===== config.mk =====
export PLATFORM = sky130hd
export DESIGN_NAME = gyro_yaw_intf
export DESIGN_NICKNAME = d
export VERILOG_FILES = /design/src/rtl/gyro_yaw_intf.sv
export SDC_FILE = /design/constraint.sdc
export NUM_CORES = 1
export LEC_CHECK = 0
export BUFFER_PORTS_ARGS = -buffer_cell sky130_fd_sc_hd__buf_2
export CORE_MARGIN = 3
export CORE_UTILIZATION = 60
export CTS_BUF_LIST = sky130_fd_sc_hd__clkbuf_8
export CTS_CLUSTER_DIAMETER = 50
export DETAILED_ROUTE_END_ITERATION = 12
export PLACE_DENSITY = 0.88
export SETUP_SLACK_MARGIN = 0.05
export SLEW_MARGIN = 10
export SYNTH_ARGS = -nofsm -noshare
export SYNTH_HDL_FRONTEND = slang
export SYNTH_SLANG_ARGS = --single-unit

===== constraint.sdc =====
create_clock -name clk -period 5.5 [get_ports clk]
set_clock_uncertainty 0.05 [all_clocks]
set_input_delay 0.55 -clock clk [delete_from_list [all_inputs] [get_ports clk]]
set_output_delay 0.55 -clock clk [all_outputs]
set_load 0.005 [all_outputs]

===== src/rtl/gyro_yaw_intf.sv =====
// Command sequencer for the inertial-sensor SPI master: power-up wait, four
// configuration writes, then a yaw-rate low/high read pair per data-ready interrupt.
module gyro_yaw_intf #(
    parameter int PWRUP_W = 16
) (
    input  logic        clk,
    input  logic        rst_n,
    input  logic        INT,
    input  logic        done,
    input  logic [15:0] rd_data,
    output logic        wrt,
    output logic [15:0] cmd,
    output logic        init_done,
    output logic [15:0] yaw_rt,
    output logic        vld
);

    typedef enum logic [2:0] {
        PWRUP, CFG0, CFG1, CFG2, CFG3, IDLE, RDL, RDH
    } state_t;

    state_t               state_q, state_d;
    logic [PWRUP_W-1:0]   cnt_q, cnt_d;
    logic                 int_ff1_q, int_s_q;
    logic                 wrt_q, wrt_d;
    logic [15:0]          cmd_q, cmd_d;
    logic                 init_done_q, init_done_d;
    logic [7:0]           yawl_q, yawl_d;
    logic [15:0]          yaw_rt_q, yaw_rt_d;
    logic                 vld_q, vld_d;
    logic                 done_ok;

    function automatic logic [15:0] state_cmd(input state_t s);
        case (s)
            CFG0:    state_cmd = 16'h0D02;
            CFG1:    state_cmd = 16'h1062;
            CFG2:    state_cmd = 16'h1162;
            CFG3:    state_cmd = 16'h1460;
            RDL:     state_cmd = 16'hA600;
            RDH:     state_cmd = 16'hA700;
            default: state_cmd = 16'h0000;
        endcase
    endfunction

    function automatic logic is_txn(input state_t s);
        is_txn = (s != PWRUP) && (s != IDLE);
    endfunction

    always_comb begin
        state_d     = state_q;
        cnt_d       = cnt_q;
        wrt_d       = 1'b0;
        cmd_d       = cmd_q;
        init_done_d = init_done_q;
        yawl_d      = yawl_q;
        yaw_rt_d    = yaw_rt_q;
        vld_d       = 1'b0;
        // wrt_q is high only in the entry cycle, so it masks done there
        done_ok     = done && !wrt_q;

        case (state_q)
            PWRUP: begin
                cnt_d = cnt_q + 1'b1;
                if (&cnt_q) state_d = CFG0;
            end
            CFG0: if (done_ok) state_d = CFG1;
            CFG1: if (done_ok) state_d = CFG2;
            CFG2: if (done_ok) state_d = CFG3;
            CFG3: begin
                if (done_ok) begin
                    state_d     = IDLE;
                    init_done_d = 1'b1;
                end
            end
            IDLE: if (int_s_q) state_d = RDL;
            RDL: begin
                if (done_ok) begin
                    yawl_d  = rd_data[7:0];
                    state_d = RDH;
                end
            end
            RDH: begin
                if (done_ok) begin
                    yaw_rt_d = {rd_data[7:0], yawl_q};
                    vld_d    = 1'b1;
                    state_d  = IDLE;
                end
            end
            default: state_d = PWRUP;
        endcase

        // Launch exactly one SPI transaction on entry to any command state
        if ((state_d != state_q) && is_txn(state_d)) begin
            wrt_d = 1'b1;
            cmd_d = state_cmd(state_d);
        end
    end

    always_ff @(posedge clk or negedge rst_n) begin
        if (!rst_n) begin
            state_q     <= PWRUP;
            cnt_q       <= '0;
            int_ff1_q   <= 1'b0;
            int_s_q     <= 1'b0;
            wrt_q       <= 1'b0;
            cmd_q       <= 16'h0000;
            init_done_q <= 1'b0;
            yawl_q      <= 8'h00;
            yaw_rt_q    <= 16'h0000;
            vld_q       <= 1'b0;
        end else begin
            state_q     <= state_d;
            cnt_q       <= cnt_d;
            int_ff1_q   <= INT;
            int_s_q     <= int_ff1_q;
            wrt_q       <= wrt_d;
            cmd_q       <= cmd_d;
            init_done_q <= init_done_d;
            yawl_q      <= yawl_d;
            yaw_rt_q    <= yaw_rt_d;
            vld_q       <= vld_d;
        end
    end

    assign wrt       = wrt_q;
    assign cmd       = cmd_q;
    assign init_done = init_done_q;
    assign yaw_rt    = yaw_rt_q;
    assign vld       = vld_q;

endmodule


==> results of run 1 <==
==> metal layers <==
metal / vias up / wire length (microns)
met1: 738 / 1635
met2: 35 / 2093
met3: 8 / 212
met4: 0 / 95
li1: 715 / -
met5: - / 0
==> area by class of cell <==
class	instances	area share
clock inverters	2	0.005676
flip-flops and latches	54	0.5109
clock buffers	5	0.02602
repair buffers	41	0.07852
inverters	7	0.009934
multi-input cells	120	0.3463
well taps	48	0.02271
==> layout by cell type (no fill, tap or decap), types with 2 or more instances in the layout <==
cell,Yosys,layout
sky130_fd_sc_hd__nand4_1,5,5
sky130_fd_sc_hd__dfrtp_1,54,54
sky130_fd_sc_hd__buf_2,3,40
sky130_fd_sc_hd__nand2_1,12,12
sky130_fd_sc_hd__nor2b_1,4,4
sky130_fd_sc_hd__conb_1,1,6
sky130_fd_sc_hd__a21oi_1,3,3
sky130_fd_sc_hd__xor2_1,2,2
sky130_fd_sc_hd__and2_1,3,3
sky130_fd_sc_hd__clkinvlp_4,0,2
sky130_fd_sc_hd__o211ai_1,2,2
sky130_fd_sc_hd__nand2b_1,2,2
sky130_fd_sc_hd__and3_1,2,2
sky130_fd_sc_hd__o21ai_0,5,5
sky130_fd_sc_hd__mux2_2,25,25
sky130_fd_sc_hd__nand3_1,4,4
sky130_fd_sc_hd__clkbuf_8,0,5
sky130_fd_sc_hd__nor2_1,8,8
sky130_fd_sc_hd__a21o_1,3,3
sky130_fd_sc_hd__xnor2_1,13,13
sky130_fd_sc_hd__inv_1,6,6
sky130_fd_sc_hd__nand3b_1,2,2
==> sequential cells by signal (all words and copies together), names as in the netlist <==
name	count
vld	1
int_s_q	1
yawl_q	8
cnt_q	16
wrt	1
int_ff1_q	1
state_q	3
init_done	1
yaw_rt	16
cmd	6
==> critical path, stage by stage, from the launching register on <==
cell and delay, ns:
sky130_fd_sc_hd__dfrtp_1 0.75, sky130_fd_sc_hd__nor2b_1 0.30, sky130_fd_sc_hd__nor2b_1 0.64, sky130_fd_sc_hd__mux2_2 0.41
==> cell usage after synthesis (all sizes together), types with 2 or more instances <==
| master | n | area [sq um] |
|---|---|---|
| clkbuf | 2 | 7.510 |
| nand2b | 2 | 12.51 |
| nand3b | 2 | 15.01 |
| nor3 | 2 | 21.27 |
| nand4 | 5 | 31.28 |
| inv | 7 | 26.27 |
| xnor2 | 13 | 113.9 |
| a21o | 3 | 22.52 |
| nand3 | 5 | 37.54 |
| a21oi | 3 | 15.01 |
| mux2 | 25 | 281.5 |
| buf | 14 | 101.3 |
| o21ai | 5 | 25.02 |
| nor2 | 9 | 36.29 |
| nand2 | 13 | 51.30 |
| xor2 | 2 | 17.52 |
| and3 | 2 | 12.51 |
| dfrtp | 54 | 1351 |
| o211ai | 2 | 15.01 |
| and2 | 3 | 18.77 |
| nor2b | 4 | 25.02 |
==> power breakdown <==
group          total (uW)  leakage [uW]  switching, uW  internal (uW)
clock network         213     0.0000362            126           87.0
registers             599      0.000671           83.0            516
logic                 360      0.000542            159            201
total                1170       0.00125            367            804
==> cells by family (layout without fill, tap and decap cells) <==
kind of cell,count (synthesis),in the layout,synth area share
compound gates,21,21,0.06194
xor+xnor,15,15,0.05512
fa+ha+maj,1,1,0.005249
buf+inv,23,55,0.05669
flops,54,54,0.5669
mux,25,25,0.1181
other cells,1,6,0.001573
simple gates,52,52,0.1344
==> through the flow <==
stage          worst slack, ns  instance area, sq um  total power [uW]
4_1_cts                  3.250                  2645              1186
3_3_place_gp             3.282                  2561             945.9
5_1_grt                  3.034                  2645              1257
2_1_floorplan            3.730                  2402             838.7
3_5_place_dp             3.256                  2561             971.7
6_report                 3.247                  2645              1171
==> final timing paths <==
path | endpoint | slack [ns] | cells after the start
setup reg to reg | yawl_q[0] | 3.25 | 3
setup / recovery | yawl_q[0] | 3.25 | 3
hold / removal | yawl_q[2] | 0.29 | 2
max in group asynchronous | cmd[12] | 4.70 | 2
hold reg to reg | int_s_q | 0.31 | 0
min in group clk | int_ff1_q | 0.29 | 1
==> impl_metrics.sql, run 1 <==
INSERT INTO impl_metrics (metric_group, metric, value, unit) VALUES
('detailed_routing', 'wire_per_inst', '14.57', 'microns'),
('worst_hold_path', 'timing.hold.worst.class', 'input port to async pin', ''),
('cells_and_area', 'ant_diodes', '0', ''),
('detailed_routing', 'drt_iter0_drc', '64', ''),
('yosys', 'synthArstFlopShare', '1.000', ''),
('clock_network', 'post_cts_hold_buffers', '0', ''),
('clock_network', 'cts-root-to-sink-buffers', '2', ''),
('timing', 'fin_tns_setup', '0', 'ns'),
('grt', 'grt_overflow', '0', ''),
('cells_and_area', 'ff_latch_area', '1351', 'sq um'),
('grt', 'antenna_found_initial', '0', ''),
('critical_path', 'required_worst_endpoint', '5.66', 'ns'),
('cells_and_area', 'num-nets-final', '250', ''),
('grt', 'groute.layer.met3.usage', '0.05394', ''),
('cells_and_area', 'layout.core_utilization', '0.7066', ''),
('yosys', 'synth.cell_area', '2384', 'sq um'),
('yosys', 'post_synthesis_register_bit_count', '54', ''),
('grt', 'wire_length_of_the_first_global_routing_pass', '7217', 'microns'),
('timing', 'whs', '0.2856', 'ns'),
('clock_network', 'post_cts_resized', '0', ''),
('clock_network', 'clock_tree_from_tritoncts', 'done', ''),
('timing', 'period_share', '0.4096', ''),
('clock_network', 'cts_inserted_buffers', '5', ''),
('place', 'port_buffers', '40', ''),
('status', 'status', 'complete, no violations', ''),
('critical_path', 'worstPathMaxFanout', '19', ''),
('yosys', 'syn_avg_cell_area', '12.41', 'sq um'),
('timing', 'relSlewSlack', '0.5077', ''),
('critical_path', 'regToRegStartpoint', 'state_q[2]', ''),
('cells_and_area', 'area_growth', '10.97', '%'),
('power_and_ir_drop', 'leakagePower', '0.001249', 'uW'),
('detailed_routing', 'drtPass1Iterations', '4', ''),
('clock_network', 'clk_latency', '0.31', 'ns'),
('floorplanning', 'die-area', '4765', 'sq um'),
('critical_path', 'timing.critical_path.from', 'state_q[2]', ''),
('detailed_routing', 'drc', '0', ''),
('yosys', 'synthesis.yosys.warnings', '0', ''),
('clock_network', 'clk_root_buffer_cell', 'sky130_fd_sc_hd__clkbuf_8', ''),
('timing', 'hold_violations', '0', ''),
('power_and_ir_drop', 'vdd.ir_drop.worst', '0.3191', 'mV'),
('detailed_routing', 'detail_route.wirelength', '4036', 'microns'),
('place', 'placed_cells', '270', ''),
('floorplanning', 'die_h', '69.03', 'microns'),
('grt', 'met2_track_demand_over_resource', '0.3019', ''),
('yosys', 'synth_ff_type', 'sky130_fd_sc_hd__dfrtp_1', ''),
('floorplanning', 'die_width', '69.03', 'microns'),
('grt', 'grt_start_max_net_pins', '55', ''),
('cells_and_area', 'multi_input_comb_area', '915.9', 'sq um'),
('detailed_routing', 'drtAntennaViolNets', '0', ''),
('critical_path', 'critPathLaunchType', 'flop', ''),
('place', 'hpwl_after_detailed_placement', '2941', 'microns'),
('critical_path', 'cp-end-kind', 'flop', ''),
('cells_and_area', 'post_route_cells_drive_above_1_share', '0.3537', ''),
('timing', 'setup_violations', '0', ''),
('yosys', 'synthesis.instances', '192', ''),
('yosys', 'yosysUniqueCellTypes', '43', ''),
('cells_and_area', 'layout.cells.non_filler', '277', ''),
('yosys', 'synth_edf_count', '0', ''),
('critical_path', 'worst_ep_arrival_time', '2.41', 'ns'),
('grt', 'global_route.peak_usage_layer', 'met2', ''),
('floorplanning', 'ios', '55', ''),
('timing', 'final.min_clock_period', '2.253', 'ns'),
('floorplanning', 'starting_density', '0.6367', ''),
('timing', 'maxSlewViolCount', '0', ''),
('grt', 'track_usage', '0.1914', ''),
('timing', 'max_freq', '0.4439', 'GHz'),
('clock_network', 'post-cts-setup-buffers', '0', ''),
('grt', 'number_of_global_route_vias_before_repair', '1520', ''),
('clock_network', 'cts.clk_slew.worst_paths', '0.09', 'ns'),
('critical_path', 'timing_worst_setup_path_type', 'flop to flop', ''),
('detailed_routing', 'route.vias.total', '1496', ''),
('place', 'gp_congestion', '0.8512', ''),
('grt', 'groute.layer.met1.usage', '0.2427', ''),
('clock_network', 'cts_num_sinks', '54', ''),
('clock_network', 'cts-htree-levels', '2', ''),
('floorplanning', 'num_rows', '22', ''),
('yosys', 'synth_sequential_area_ratio', '0.5669', ''),
('detailed_routing', 'vias_per_cell', '5.401', ''),
('timing', 'worst_slew_pin_slew', '0.7369', 'ns'),
('power_and_ir_drop', 'p_per_area', '442.8', 'nW/um^2'),
('cells_and_area', 'final.fill_count', '301', ''),
('timing', 'rsz0062_at_grt', 'no', ''),
('floorplanning', 'fp.coreArea', '3744', 'sq um'),
('run', 'drv_cap', '0', '');
Note: power is estimated with default switching activity, not from simulation.
==> run 2: changes to the inputs <==
--- a/config.mk
+++ b/config.mk
@@ -7,11 +7,11 @@
 export LEC_CHECK = 0
 export BUFFER_PORTS_ARGS = -buffer_cell sky130_fd_sc_hd__buf_2
 export CORE_MARGIN = 3
-export CORE_UTILIZATION = 60
+export CORE_UTILIZATION = 50
 export CTS_BUF_LIST = sky130_fd_sc_hd__clkbuf_8
 export CTS_CLUSTER_DIAMETER = 50
 export DETAILED_ROUTE_END_ITERATION = 12
-export PLACE_DENSITY = 0.88
+export PLACE_DENSITY = 0.78
 export SETUP_SLACK_MARGIN = 0.05
 export SLEW_MARGIN = 10
 export SYNTH_ARGS = -nofsm -noshare
==> constraint.sdc (replaced) <==
create_clock -name clk -period 1.9 [get_ports clk]
set_clock_uncertainty 0.05 [all_clocks]
set_input_delay 0.19 -clock clk [delete_from_list [all_inputs] [get_ports clk]]
set_output_delay 0.19 -clock clk [all_outputs]
set_load 0.005 [all_outputs]
==> run 2 against run 1 <==
Net effect: critical path depth is 3 higher; non-clock buffer count rose by 10; highest routed layer unchanged; maximum frequency grew 27%; final area is 4.3% higher; setup slack worse by 3.1 ns; die area increased by 18%; sequential share of layout area decreased by 2.0 points; combinational power increased to 3.1 times the previous value; clock power grew to 3.1 times the previous value; via count rose by 1.2%.
==> impl_metrics.sql, run 2 (same netlist as run 1, synthesis figures left out) <==
INSERT INTO impl_metrics (metric_group, metric, value, unit) VALUES
('detailed_routing', 'vias_per_cell', '5.185', ''),
('floorplanning', 'ios', '55', ''),
('status', 'status', 'complete, no violations', ''),
('detailed_routing', 'routed_length_on_met2', '1992', 'microns'),
('grt', 'wire_length_of_the_first_global_routing_pass', '6624', 'microns'),
('clock_network', 'cts_num_sinks', '54', ''),
('clock_network', 'clock_tree_from_tritoncts', 'done', ''),
('cells_and_area', 'design_area', '2758', 'sq um'),
('power_and_ir_drop', 'post-layout-total-power', '3477', 'uW'),
('floorplanning', 'num_rows', '24', ''),
('detailed_routing', 'met3RoutedLength', '191', 'microns'),
('detailed_routing', 'drtPass1Iterations', '4', ''),
('cells_and_area', 'layout_commonest_cell', 'sky130_fd_sc_hd__dfrtp_1', ''),
('critical_path', 'critical-path-max-stage-delay', '0.43', 'ns'),
('cells_and_area', 'area_growth', '15.70', '%'),
('worst_hold_path', 'hold_path_end', 'yaw_rt[15]', ''),
('critical_path', 'timing_worst_setup_path_type', 'flop to flop', ''),
('timing', 'fin_tns_setup', '0', 'ns'),
('critical_path', 'worstPathMaxFanout', '9', ''),
('cells_and_area', 'ant_diodes', '0', ''),
('grt', 'number_of_global_route_vias_before_repair', '1457', ''),
('grt', 'antenna_found_initial', '0', ''),
('detailed_routing', 'drt_iter0_drc', '39', ''),
('detailed_routing', 'drtAntennaViolNets', '0', ''),
('place', 'gp_congestion', '0.9450', ''),
('detailed_routing', 'drt-met1-wl', '1811', 'microns'),
('place', 'placed_cells', '280', ''),
('critical_path', 'cp_slowest_cell', 'sky130_fd_sc_hd__dfrtp_1', ''),
('clock_network', 'cts.clk_slew.worst_paths', '0.10', 'ns'),
('floorplanning', 'starting_density', '0.5327', ''),
('place', 'port_buffers', '40', ''),
('critical_path', 'crit_chain', 'buf_4 > inv_2 > o31a_1 > and2_1 > a211o_1 > o21a_1', ''),
('clock_network', 'cts-htree-levels', '2', ''),
('cells_and_area', 'mostFrequentLayoutCells', 'sky130_fd_sc_hd__dfrtp_1 (53), sky130_fd_sc_hd__buf_2 (40), sky130_fd_sc_hd__mux2_2 (25)', ''),
('timing', 'maxSlewViolCount', '0', ''),
('detailed_routing', 'drc', '0', ''),
('place', 'dpl_cell_area', '2624', 'sq um'),
('grt', 'track_usage', '0.1533', ''),
('cells_and_area', 'post_route_cells_drive_above_1_share', '0.3792', ''),
('power_and_ir_drop', 'leakagePower', '0.001313', 'uW'),
('place', 'hpwl_after_detailed_placement', '2912', 'microns'),
('critical_path', 'regToRegStartpoint', 'state_q[0]', ''),
('run', 'drv_cap', '0', ''),
('cells_and_area', 'ff_latch_area', '1353', 'sq um'),
('floorplanning', 'fp.coreArea', '4474', 'sq um'),
('critical_path', 'cp-end-kind', 'flop', ''),
('detailed_routing', 'route.vias.total', '1514', ''),
('power_and_ir_drop', 'p_per_area', '1261', 'nW/um^2'),
('critical_path', 'r2r_cells', '6', ''),
('cells_and_area', 'multi_input_comb_area', '915.9', 'sq um'),
('timing', 'setup_violations', '0', ''),
('timing', 'whs', '0.06961', 'ns'),
('critical_path', 'critPathLaunchType', 'flop', ''),
('detailed_routing', 'detail_route.wirelength', '4011', 'microns'),
('detailed_routing', 'wire_per_inst', '13.74', 'microns'),
('cells_and_area', 'num-nets-final', '260', ''),
('floorplanning', 'die_h', '75.05', 'microns'),
('grt', 'grt_start_max_net_pins', '55', ''),
('critical_path', 'worstReg2RegEnd', 'cmd[10]', ''),
('timing', 'final.min_clock_period', '1.776', 'ns'),
('floorplanning', 'die_width', '75.05', 'microns'),
('worst_hold_path', 'hold_path.startpoint', 'rd_data[7]', ''),
('clock_network', 'cts_inserted_buffers', '5', ''),
('clock_network', 'clk_root_buffer_cell', 'sky130_fd_sc_hd__clkbuf_8', ''),
('timing', 'rsz0062_at_grt', 'no', ''),
('critical_path', 'ff2ff_setup_slack', '0.12', 'ns'),
('timing', 'max_freq', '0.5631', 'GHz'),
('cells_and_area', 'layout.cells.non_filler', '292', ''),
('critical_path', 'required_worst_endpoint', '2.05', 'ns'),
('detailed_routing', 'top_signal_layer_used', 'met4', ''),
('critical_path', 'crit_buf_inv', '2', ''),
('timing', 'period_share', '0.9347', ''),
('clock_network', 'clk_latency', '0.30', 'ns'),
('floorplanning', 'die-area', '5632', 'sq um'),
('power_and_ir_drop', 'vdd.ir_drop.worst', '0.8298', 'mV'),
('grt', 'grt_overflow', '0', ''),
('clock_network', 'cts-root-to-sink-buffers', '2', ''),
('critical_path', 'worst_ep_arrival_time', '1.93', 'ns'),
('timing', 'hold_violations', '0', ''),
('worst_hold_path', 'holdPathStages', '2', ''),
('critical_path', 'critical-path-top-delay-family', 'compound AO/OA/AOI/OAI gates', ''),
('cells_and_area', 'final.fill_count', '367', ''),
('worst_hold_path', 'timing.hold.worst.class', 'input port to flop', '');
[run 2: final cells by class]
type | count | area share
Sequential cell | 54 | 0.4905
Multi-Input combinational cell | 120 | 0.3321
Timing Repair Buffer | 51 | 0.1089
Clock buffer | 5 | 0.02495
Tap cell | 52 | 0.02359
Clock inverter | 3 | 0.01044
Inverter | 7 | 0.009528
[run 2: how the worst max path moves through the flow]
stage | startpoint | end | slack, ns | depth (start not counted)
after floorplan | state_q[2] | cmd[10] | 0.13 | 6
after global placement | state_q[1] | cmd[10] | 0.09 | 5
after detailed placement | state_q[1] | cmd[10] | 0.06 | 5
after CTS | state_q[1] | cmd[10] | 0.06 | 5
after global routing | cnt_q[1] | cmd[10] | 0.04 | 6
final | state_q[0] | cmd[10] | 0.12 | 6
[run 2: through the flow]
| step | util | setup slack (ns) |
|---|---|---|
| 5_1_grt | 0.6163 | 0.04196 |
| 4_1_cts | 0.6127 | 0.05587 |
| 3_3_place_gp | 0.5864 | 0.09456 |
| 6_report | 0.6163 | 0.1241 |
| 3_5_place_dp | 0.5864 | 0.06327 |
| 2_1_floorplan | - | 0.1297 |
[run 2: layer usage]
metal / vias up / track usage
met5: - / 0
met4: 0 / 0.04150
met3: 2 / 0.04673
met2: 34 / 0.2592
met1: 743 / 0.1911
li1: 735 / -
[run 2: report_power, final]
| part | internal [uW] | switching (uW) | total, uW |
|---|---|---|---|
| Combinational | 619 | 503 | 1120 |
| Sequential | 1490 | 193 | 1690 |
| Clock | 274 | 393 | 667 |
[run 2: what timing repair did]
action,CTS,global route
endpoints found under the hold margin,55,0
hold buffers,2,0
buffers inserted,0,2
gates resized for setup,0,1
endpoints found under the setup margin,0,3
